$ cat config.mk
export PLATFORM = sky130hd
export DESIGN_NAME = bus_arbiter
export DESIGN_NICKNAME = d
export VERILOG_FILES = /design/src/rtl/cpu_types_pkg.sv /design/src/rtl/arb_timer.sv /design/src/rtl/bus_arbiter.sv
export SDC_FILE = /design/constraint.sdc
export NUM_CORES = 1
export LEC_CHECK = 0
export ABC_AREA = 0
export CAP_MARGIN = 20
export CORE_AREA = 2 2 106 108
export DETAILED_ROUTE_END_ITERATION = 10
export DIE_AREA = 0 0 108 110
export PLACE_DENSITY = 0.7
export SYNTH_ARGS = -nofsm -noshare
export SYNTH_HDL_FRONTEND = slang
export SYNTH_SLANG_ARGS = --single-unit
$ cat constraint.sdc
create_clock -name CLK -period 2.62 [get_ports CLK]
set_clock_uncertainty 0.15 [all_clocks]
set_input_delay 0.393 -clock CLK [delete_from_list [all_inputs] [get_ports CLK]]
set_output_delay 0.393 -clock CLK [all_outputs]
set_load 0.005 [all_outputs]
$ cat src/rtl/cpu_types_pkg.sv
// Shared CPU-side types: RAM handshake states, arbiter FSM states, counter width.
// Imported by the bus arbiter and its timeout timer.
// Pure declarations, no logic.
package cpu_types_pkg;

  // Status reported by the RAM model/controller each cycle
  typedef enum logic [1:0] {
    FREE   = 2'd0,
    BUSY   = 2'd1,
    ACCESS = 2'd2,
    ERROR  = 2'd3
  } ramstate_t;

  // Bus arbiter FSM states
  typedef enum logic [2:0] {
    IDLE   = 3'd0,
    ISERV  = 3'd1,
    DSERV  = 3'd2,
    HALTED = 3'd3,
    FAULT  = 3'd4
  } arb_state_t;

  // Width of the per-access cycle counter (TIMEOUT must fit in it)
  localparam int ARB_CNT_W = 8;

  // True while a requester owns the RAM
  function automatic logic arb_in_service(input arb_state_t s);
    return (s == ISERV) || (s == DSERV);
  endfunction

endpackage

$ cat src/rtl/arb_timer.sv
// Per-access cycle counter for the bus arbiter; expired flags the last allowed cycle.
// Latency: expired is combinational from the count, count updates each clock.
// No backpressure: clear has priority over enable, count saturates.
module arb_timer
  import cpu_types_pkg::*;
#(
  parameter int LIMIT = 255
) (
  input  logic CLK,
  input  logic RST,
  input  logic clear,
  input  logic enable,
  output logic expired
);

  localparam logic [ARB_CNT_W-1:0] CNT_MAX = {ARB_CNT_W{1'b1}};
  localparam logic [31:0]          LIMIT_U = 32'(LIMIT);

  logic [ARB_CNT_W-1:0] r_cnt;
  logic [31:0]          w_cnt_plus1;

  // Count service cycles since the last grant; saturate rather than wrap
  always_ff @(posedge CLK or posedge RST) begin
    if (RST) begin
      r_cnt <= '0;
    end else if (clear) begin
      r_cnt <= '0;
    end else if (enable && (r_cnt != CNT_MAX)) begin
      r_cnt <= r_cnt + 1'b1;
    end
  end

  // The current cycle is the LIMIT-th one: if it does not complete, give up
  always_comb begin
    w_cnt_plus1 = 32'(r_cnt) + 32'd1;
    expired     = (w_cnt_plus1 >= LIMIT_U);
  end

endmodule

$ cat src/rtl/bus_arbiter.sv
// Arbitrates one RAM port between instruction and data requesters (round-robin on conflict).
// Latency: RAM path is combinational; grant takes one edge from IDLE, completion is same-cycle on ACCESS.
// Backpressure: requesters hold until their wait drops; halt blocks new grants, faults are terminal.
module bus_arbiter
  import cpu_types_pkg::*;
#(
  parameter int TIMEOUT = 255
) (
  input  logic        CLK,
  input  logic        RST,
  // instruction requester
  input  logic        iREN,
  input  logic [31:0] iaddr,
  output logic        iwait,
  output logic [31:0] iload,
  // data requester
  input  logic        dREN,
  input  logic        dWEN,
  input  logic [31:0] daddr,
  input  logic [31:0] dstore,
  output logic        dwait,
  output logic [31:0] dload,
  // RAM side
  output logic        ramREN,
  output logic        ramWEN,
  output logic [31:0] ramaddr,
  output logic [31:0] ramstore,
  input  logic [31:0] ramload,
  input  ramstate_t   ramstate,
  // control
  input  logic        halt,
  output logic        drained,
  output logic        err
);

  arb_state_t r_state;
  arb_state_t w_next;
  logic       r_last_d;     // 1: data was served last, 0: instruction
  logic       w_dreq;
  logic       w_grant;
  logic       w_expired;

  // Timeout counter restarts on each grant and runs while a service is active
  arb_timer #(
    .LIMIT (TIMEOUT)
  ) u_timer (
    .CLK     (CLK),
    .RST     (RST),
    .clear   (w_grant),
    .enable  (arb_in_service(r_state)),
    .expired (w_expired)
  );

  // State and round-robin pointer; pointer moves only when a service is granted
  always_ff @(posedge CLK or posedge RST) begin
    if (RST) begin
      r_state  <= IDLE;
      r_last_d <= 1'b0;
    end else begin
      r_state <= w_next;
      if (w_grant) begin
        r_last_d <= (w_next == DSERV);
      end
    end
  end

  // Next-state selection and combinational RAM/requester muxing
  always_comb begin
    w_next   = r_state;
    w_dreq   = dREN | dWEN;
    iwait    = 1'b1;
    dwait    = 1'b1;
    iload    = '0;
    dload    = '0;
    ramREN   = 1'b0;
    ramWEN   = 1'b0;
    ramaddr  = '0;
    ramstore = '0;

    case (r_state)
      IDLE: begin
        if (halt) begin
          w_next = HALTED;
        end else if (w_dreq && iREN) begin
          w_next = r_last_d ? ISERV : DSERV;
        end else if (w_dreq) begin
          w_next = DSERV;
        end else if (iREN) begin
          w_next = ISERV;
        end
      end

      ISERV: begin
        ramREN  = 1'b1;
        ramaddr = iaddr;
        if (ramstate == ACCESS) begin
          iwait = 1'b0;
          iload = ramload;
          if (halt)        w_next = HALTED;
          else if (w_dreq) w_next = DSERV;
          else             w_next = IDLE;
        end else if ((ramstate == ERROR) || w_expired) begin
          w_next = FAULT;
        end
      end

      DSERV: begin
        // a write wins when both enables are set
        ramWEN   = dWEN;
        ramREN   = dREN & ~dWEN;
        ramaddr  = daddr;
        ramstore = dstore;
        if (ramstate == ACCESS) begin
          dwait = 1'b0;
          dload = ramload;
          if (halt)      w_next = HALTED;
          else if (iREN) w_next = ISERV;
          else           w_next = IDLE;
        end else if ((ramstate == ERROR) || w_expired) begin
          w_next = FAULT;
        end
      end

      HALTED:  w_next = HALTED;
      FAULT:   w_next = FAULT;
      default: w_next = FAULT;
    endcase

    // a grant is any entry into a service state, including the direct I<->D handover
    w_grant = arb_in_service(w_next) && (w_next != r_state);
  end

  // Status flags decode straight from the registered state
  always_comb begin
    drained = (r_state == HALTED);
    err     = (r_state == FAULT);
  end

endmodule

==> results_dict.tcl, run 1 <==
set metrics [dict create \
    status "completed" \
    antenna_found_initial 3 \
    overflow 0 \
    drt-initial-drc-count 202 \
    clock.fmax_mhz 389 \
    first_global_vias 3102 \
    dieWidth_um 108 \
    synth_cells 250 \
    fin_area_mm2 0.00522 \
    cp_data_required_time_ns 2.08 \
    clock_latency_ns 0.24 \
    swShare_pct 22.3 \
    grt_max_degree 45 \
    p_seq_share_pct 29.8 \
    coreArea_mm2 0.0107 \
    final_antenna_net_count 0 \
    reg2regPathDepth 8 \
    cts.sinks 12 \
    ys_ff_latch 12 \
    clk_path_buf_depth 2 \
    cts_tree "done" \
    tns_ns 0 \
    ir_drop_uv 162 \
    totalWireLength_um 15100 \
    synth_top_area_share_pct 21.9 \
    intPower_mw 0.526 \
    area_growth_pct 181 \
    power_mw 0.677 \
    syn_nets 388 \
    wl_per_cell_um 22.5 \
    ios 270 \
    fillCellCount 1031 \
    clockRootBuffer "clkbuf_8" \
    synthDistinctLibCells 41 \
    p_leak_nw 2.91 \
    grt_pass1_wl_um 19600 \
    portBuffers 269 \
    start_util_pct 17.4 \
    clkPwrFrac_pct 29.8 \
    cts_buffers 3 \
    finalHoldViolCount 0 \
    num_vias 3140 \
    hold_path.class "input port to async pin" \
    gp_congestion 0.985 \
    p_comb_share_pct 40.4 \
    antenna_cells 0 \
    netSwitchingPower_mw 0.151 \
    dpl.hpwl_um 11900 \
    yosys.area.top_type "and2_1" \
    grt_usage_pct 22.7 \
    min_period_ns 2.57 \
    first_pass_iters 7 \
    synth.area.top_cells "and2_1, dfrtp_1, a22o_1" \
    cts_hold_buf 0 \
    synth_area_mm2 0.00186 \
    htreeDepth 1 \
    seq_area_frac_synth_pct 16.2 \
    post_synth.cell_area_avg_um2 7.44 \
    tightest_slew_ns 0.477 \
    synth_warnings 0 \
    slew_violations 0 \
    rows 38 \
    die-area_mm2 0.0119 \
    critical_path_class "input port to output port" \
    maxCapViolCount 0 \
    slew_headroom_pct 68.2 \
    layout-drive-gt1-share_pct 9.28 \
    setup-violations-final 0 \
    crit_fanout 4 \
    min_period_over_period_pct 98.2 \
    final_common_cell "clkdlybuf4s50_1" \
    drc_errors 0 \
    fin_nets 667 \
    vias_per_cell 4.70 \
    crit_arrival_ns 2.03 \
    clk_pin_slew_worst_paths_ns 0.05 \
    startpoint_type "input port" \
    dieHeight_um 110 \
    fin_util_pct 48.8 \
    endpoint_kind "output port" \
    pwr_density_cell_mw_per_mm2 130 \
    mostFrequentLayoutCells "clkdlybuf4s50_1, and2_1, dlymetal6s2s_1" \
    placed_cell_area_mm2 0.00484 \
]
-- layer usage --
metal | up-vias | wire (um) | track usage [%]
met5 | - | 42 | 0
met4 | 6 | 225 | 3.66
met3 | 18 | 2480 | 15.3
met2 | 203 | 6650 | 37.1
met1 | 1459 | 5660 | 25.1
li1 | 1454 | - | -
-- power by group through the flow --
stage | Combinational [mW] | Sequential (mW) | Clock (mW)
detailed placement | 0.267 | 0.205 | 0
finish | 0.274 | 0.202 | 0.202
global placement | 0.264 | 0.204 | 0
CTS | 0.271 | 0.202 | 0.207
floorplan | 0.0333 | 0.203 | 0
global route | 0.289 | 0.203 | 0.216
-- area by class of cell --
class / instances / area, um^2 / area share (%)
clock buffer: 4 / 55.1 / 1.06
inverter: 6 / 22.5 / 0.432
tap: 140 / 175 / 3.36
sequential: 12 / 303 / 5.80
multi-input combinational: 206 / 1480 / 28.3
timing repair buffer: 300 / 3190 / 61.1
-- logic make-up (layout without fill, tap and decap cells) --
family / Yosys count / in the layout / synth area share (%)
xor+xnor: 7 / 7 / 3.70
simple gates: 141 / 141 / 45.0
compound gates: 54 / 54 / 25.4
buf+inv: 32 / 310 / 7.33
flops: 12 / 12 / 16.2
mux: 2 / 2 / 1.08
fa+ha+maj: 2 / 2 / 1.35
-- synth_stat cells (all sizes together) --
| cell type | n |
|---|---|
| o22ai | 1 |
| o221a | 1 |
| nand4 | 4 |
| nand2b | 3 |
| xnor2 | 2 |
| buf | 4 |
| inv | 6 |
| a31o | 1 |
| a311o | 1 |
| a221o | 1 |
| nor3b | 1 |
| and2 | 65 |
| nor4 | 1 |
| a21oi | 3 |
| o21ba | 1 |
| dfrtp | 12 |
| and3 | 36 |
| xor2 | 5 |
| nand2 | 5 |
| a311oi | 2 |
| a32oi | 1 |
| o21bai | 1 |
| a32o | 1 |
| nor2 | 12 |
| mux2i | 2 |
| nor2b | 1 |
| a22o | 32 |
| o31ai | 1 |
| o31a | 1 |
| o21ai | 4 |
| nor4bb | 1 |
| a2111oi | 1 |
| a2bb2oi | 1 |
| nor3 | 10 |
| clkbuf | 22 |
| ha | 2 |
| nand3 | 2 |
-- per-stage QoR --
stage	hold slack [ns]	setup slack, ns	instances
final	0.321	0.0482	668
after global routing	0.370	-0.0189	668
after CTS	0.337	-0.0178	659
after detailed placement	0.370	-0.0167	652
after global placement	0.365	0.0280	652
after floorplan	0.108	0.367	250
-- worst paths after layout --
kind | endpoint | from | slack, ns
min in group CLK | r_last_d | r_last_d | 0.38
max in group asynchronous | r_state[1] | RST | 1.65
min reg2reg | r_last_d | r_last_d | 0.38
max | dload[23] | ramstate[0] | 0.05
min | u_timer.r_cnt[6] | RST | 0.32
max reg2reg | u_timer.r_cnt[2] | r_state[0] | 0.35
-- worst max-delay path, cell delays in order --
cell and delay [ns]:
clkdlybuf4s50_1 0.44, nand2b_4 0.17, nor3_4 0.15, buf_12 0.14
buf_4 0.12, and2_1 0.12, clkdlybuf4s50_1 0.50
-- registers in the layout (all words and copies together) (netlist names) --
| name | cells |
|---|---|
| u_timer.r_cnt | 8 |
| r_last_d | 1 |
| r_state | 3 |
-- repair_timing --
action,CTS,global route
setup endpoints to repair,66,115
gates resized for setup,5,55
cloned,1,4
pin swaps,0,1
buffers inserted,2,6
No activity file was read; power rests on OpenSTA's default activity.
==> inputs of run 2 (changes only) <==
- DONT_BUFFER_PORTS: unset -> 1
- PLACE_DENSITY: 0.7 -> 0.38
==> run 2 against run 1 <==
Net effect: die area did not move; setup slack improved by 0.20 ns; global-route usage fell by 8.1 points; largest power group is now the clock network.
==> results_dict.tcl, run 2 (synthesized netlist as in run 1, its figures left out) <==
set metrics [dict create \
    final_antenna_net_count 0 \
    critical_path_class "flip-flop to output port" \
    final_common_cell "and2_1" \
    die-area_mm2 0.0119 \
    min_period_over_period_pct 90.4 \
    postCtsSetupRepairBufs 0 \
    endpoint "ramstore[22]" \
    mostFrequentLayoutCells "and2_1, and3_1, a22o_1" \
    cp_cell_sequence "nand2b_1, nor2_4, buf_4, and2_1" \
    power_mw 0.453 \
    reg2regPathDepth 5 \
    clockRootBuffer "clkbuf_8" \
    rows 38 \
    ir_drop_uv 262 \
    cp_top_family "simple AND/OR/NAND/NOR gates" \
    path_depth 4 \
    setup-violations-final 0 \
    cp_slowest_cell "dfrtp_1" \
    fin_nets 380 \
    htreeDepth 1 \
    wl_per_cell_um 24.8 \
    first_global_vias 1794 \
    dieWidth_um 108 \
    vias_per_cell 5.34 \
    holdWs_ns 0.261 \
    clock_latency_ns 0.24 \
    ios 270 \
    crit_arrival_ns 1.83 \
    drc_errors 0 \
    tightest_slew_ns 0.500 \
    cts_buffers 3 \
    clk_pin_slew_worst_paths_ns 0.06 \
    first_pass_iters 4 \
    r2r-start "r_state[1]" \
    pwr_density_cell_mw_per_mm2 216 \
    rsz0062_at_grt "no" \
    clk_path_buf_depth 2 \
    grt_usage_pct 14.6 \
    post_cts_resized 0 \
    grt_pass1_wl_um 12600 \
    totalWireLength_um 9490 \
    cts.sinks 12 \
    dieHeight_um 110 \
    antenna_found_initial 7 \
    drt-initial-drc-count 116 \
    overflow 0 \
    slew_violations 0 \
    coreArea_mm2 0.0107 \
    portBuffers 0 \
    cp_data_required_time_ns 2.08 \
    critPathLaunch "r_state[1]" \
    largest_register "u_timer.r_cnt" \
    largestRegisters "u_timer.r_cnt (8), r_state (3), r_last_d (1)" \
    grt_max_degree 43 \
    endpoint_kind "output port" \
    r2r_end "u_timer.r_cnt[1]" \
    clock.fmax_mhz 422 \
    dpl.hpwl_um 8060 \
    fin_util_pct 19.6 \
    min_period_ns 2.37 \
    slew_headroom_pct 66.6 \
    crit_fanout 42 \
    max_stage_delay_ns 0.57 \
    maxCapViolCount 0 \
    cts_hold_buf 1 \
    fillCellCount 1223 \
    gp_congestion 1.13 \
    num_vias 2038 \
    dp.cells 376 \
    stdcell_count 382 \
    finalHoldViolCount 0 \
    layout-drive-gt1-share_pct 10.8 \
    startpoint_type "flip-flop" \
    status "completed" \
    largest_reg_flops 8 \
    area_growth_pct 12.9 \
    start_util_pct 17.4 \
    r2r_setup_slack_ns 0.45 \
    tns_ns 0 \
    holdCritStartpoint "ramstate[1]" \
    path_buf_inv 1 \
    p_leak_nw 0.926 \
    hold_path.class "input port to flip-flop" \
    cts_tree "done" \
]
-- run 2: changes by cell type in the layout (fill, tap and decap cells not counted), moves of 3 or more --
| cell | before | now |
|---|---|---|
| buf_6 | 3 | 0 |
| clkbuf_16 | 3 | 0 |
| buf_4 | 18 | 12 |
| clkdlybuf4s50_1 | 222 | 0 |
| buf_12 | 7 | 0 |
| dlymetal6s2s_1 | 45 | 0 |
-- run 2: where the power goes --
part	switching (mW)	internal (mW)
Clock	0.0754	0.133
Combinational	0.0235	0.0193
Sequential	0.00925	0.193
-- run 2: stage by stage --
step           cell area [um^2]  worst slack [ns]
2_1_floorplan              1860             0.367
3_3_place_gp               2030             0.445
3_5_place_dp               2030             0.456
4_1_cts                    2100             0.251
5_1_grt                    2100             0.115
6_report                   2100             0.250
-- run 2: routing by layer --
metal	track usage, %	part of all wire (%)	vias to the layer above	wire (um)
met5	0	0.36	-	34
met4	0.275	0.095	6	9
met3	8.94	16	8	1540
met2	20.3	40	178	3800
met1	20.3	43	967	4100
li1	-	-	879	-
-- run 2: layout make-up --
class | count | area, um^2 | share of cell area (%)
Multi-Input combinational cell | 206 | 1440 | 68.8
Sequential cell | 12 | 300 | 14.3
Tap cell | 140 | 175 | 8.35
Timing Repair Buffer | 13 | 100 | 4.77
Clock buffer | 4 | 55.1 | 2.62
Inverter | 6 | 22.5 | 1.07
Antenna cell | 1 | 2.50 | 0.119
-- run 2: worst reg2reg max path: stages (launching register included) --
cell       delay, ns
dfrtp_1         0.52
xnor2_2         0.25
a311oi_4        0.30
nand3_1         0.14
o221a_1         0.41
a2111oi_2       0.31
-- run 2: how the worst min path moves through the flow --
stage            endpoint  slack [ns]  cells past startpoint
6_report       r_state[2]        0.26                      2
2_1_floorplan    r_last_d        0.11                      1
3_3_place_gp   r_state[2]        0.19                      1
5_1_grt        r_state[2]        0.28                      2
3_5_place_dp   r_state[2]        0.19                      1
4_1_cts        r_state[2]        0.26                      2
==> inputs of run 3 (changes only) <==
- SETUP_SLACK_MARGIN: unset -> 0.05
- clock period: 2.62 -> 2.7 ns (I/O delays scaled with it)
==> run 3 against run 2 <==
Net effect: hold slack lost 0.0092 ns; die area stayed put; clock power shrank 5%; combinational power down 4%; setup slack got worse by 0.029 ns; critical path depth stayed put; via count decreased by 1.7%; sequential share of layout area decreased by 0.11 points.
==> results_dict.tcl, run 3 (synthesized netlist as in run 1, its figures left out) <==
set metrics [dict create \
    antenna_found_initial 0 \
    p_comb_share_pct 9.4 \
    layout-drive-gt1-share_pct 10.0 \
    intPower_mw 0.335 \
    stdcell_count 380 \
    r2r_setup_slack_ns 0.45 \
    p_seq_share_pct 45.0 \
    cp_data_required_time_ns 2.14 \
    critical_path_class "flip-flop to output port" \
    crit_arrival_ns 1.92 \
    dpl.hpwl_um 7910 \
    layout_setup_ws_ns 0.221 \
    status "completed" \
    dp_slack_ns 0.336 \
    rsz0062_at_grt "no" \
    reg2regPathDepth 7 \
    postCtsSetupRepairBufs 0 \
    finalHoldViolCount 0 \
    endpoint_kind "output port" \
    dp.cells 374 \
    power_mw 0.435 \
    area_growth_pct 13.7 \
    ir_drop_uv 255 \
    r2r_end "r_last_d" \
    cts_buffers 3 \
    first_global_vias 1799 \
    overflow 0 \
    clkPwrFrac_pct 45.6 \
    largestRegisters "u_timer.r_cnt (8), r_state (3), r_last_d (1)" \
    drt-initial-drc-count 158 \
    cts_tree "done" \
    dieWidth_um 108 \
    hold_path.class "input port to flip-flop" \
    fin_nets 378 \
    pwr_density_cell_mw_per_mm2 206 \
    clk_path_buf_depth 2 \
    critPathLaunch "r_state[1]" \
    mostFrequentLayoutCells "and2_1, and3_1, a22o_1" \
    largest_register "u_timer.r_cnt" \
    slew_violations 0 \
    clock_latency_ns 0.24 \
    fillCellCount 1208 \
    tightest_slew_ns 0.515 \
    dieHeight_um 110 \
    grt_pass1_wl_um 12100 \
    coreArea_mm2 0.0107 \
    gp_congestion 0.997 \
    final_common_cell "and2_1" \
    maxCapViolCount 0 \
    wl_per_cell_um 24.9 \
    cts.sinks 12 \
    die-area_mm2 0.0119 \
    vias_per_cell 5.27 \
    endpoint "dload[4]" \
    clock.fmax_mhz 403 \
    swShare_pct 23.0 \
    min_period_ns 2.48 \
    min_period_over_period_pct 91.8 \
    final_antenna_net_count 0 \
    slew_headroom_pct 65.7 \
    clk_pin_slew_worst_paths_ns 0.06 \
    num_vias 2003 \
    netSwitchingPower_mw 0.100 \
    p_leak_nw 0.935 \
    setup-violations-final 0 \
    grt_usage_pct 14.3 \
    rows 38 \
    start_util_pct 17.4 \
    largest_reg_flops 8 \
    htreeDepth 1 \
    clockRootBuffer "clkbuf_8" \
    drc_errors 0 \
    r2r-start "u_timer.r_cnt[0]" \
    totalWireLength_um 9460 \
    first_pass_iters 5 \
    portBuffers 0 \
    crit_fanout 15 \
    startpoint_type "flip-flop" \
    tns_ns 0 \
    grt_max_degree 66 \
    ios 270 \
]
## run 3: cell types whose count changed in the layout (fill, tap and decap cells not counted)
cell,delta
buf_4,-4
buf_12,+2
nor3_2,-1
nor3_4,+1
## run 3: metal layers
metal | routed length (um) | vias up | GRT usage (%)
li1 | - | 877 | -
met1 | 3560 | 947 | 17.1
met2 | 3850 | 171 | 19.6
met3 | 2030 | 8 | 13.5
met4 | 15 | 0 | 0.275
met5 | 0 | - | 0
## run 3: stage by stage
stage | hold slack (ns) | util, % | cell area [um^2]
after floorplan | 0.120 | - | 1860
after global placement | 0.204 | 19.1 | 2040
after detailed placement | 0.190 | 19.1 | 2040
after CTS | 0.252 | 19.7 | 2110
after global routing | 0.265 | 19.7 | 2110
final | 0.252 | 19.8 | 2110
## run 3: area by class of cell
type | instances | area, um^2 | area share [%]
multi-input cells | 206 | 1450 | 68.5
flip-flops and latches | 12 | 300 | 14.2
well taps | 140 | 175 | 8.28
repair buffers | 11 | 110 | 5.21
clock buffers | 4 | 55.1 | 2.60
inverters | 6 | 22.5 | 1.07
diodes | 1 | 2.50 | 0.118
## run 3: power by group through the flow
stage	Sequential (mW)	Combinational, mW	Clock (mW)
after floorplan	0.197	0.0323	0
after global placement	0.199	0.0404	0
after detailed placement	0.199	0.0397	0
after CTS	0.196	0.0411	0.202
after global routing	0.197	0.0469	0.211
final	0.196	0.0410	0.198
## run 3: worst min-delay path by stage
stage,slack (ns),endpoint,start,cells after the start
floorplan,0.12,r_last_d,RST,1
global placement,0.20,u_timer.r_cnt[4],RST,1
detailed placement,0.19,u_timer.r_cnt[3],RST,1
CTS,0.25,r_state[2],ramstate[1],2
global route,0.26,r_state[2],ramstate[1],2
finish,0.25,r_state[2],ramstate[1],2
## run 3: critical path, cell delays in order, from the launching register on
cell      delay (ns)
dfrtp_1         0.58
nand2b_1        0.26
nor3_4          0.41
buf_4           0.25
and2_1          0.17
## run 3: timing repair
| item | CTS | global route |
|---|---|---|
| endpoints found under the hold margin | 12 | 0 |
| gates resized for setup | 0 | 1 |
| setup endpoints to repair | 0 | 24 |
| hold buffers | 1 | 0 |
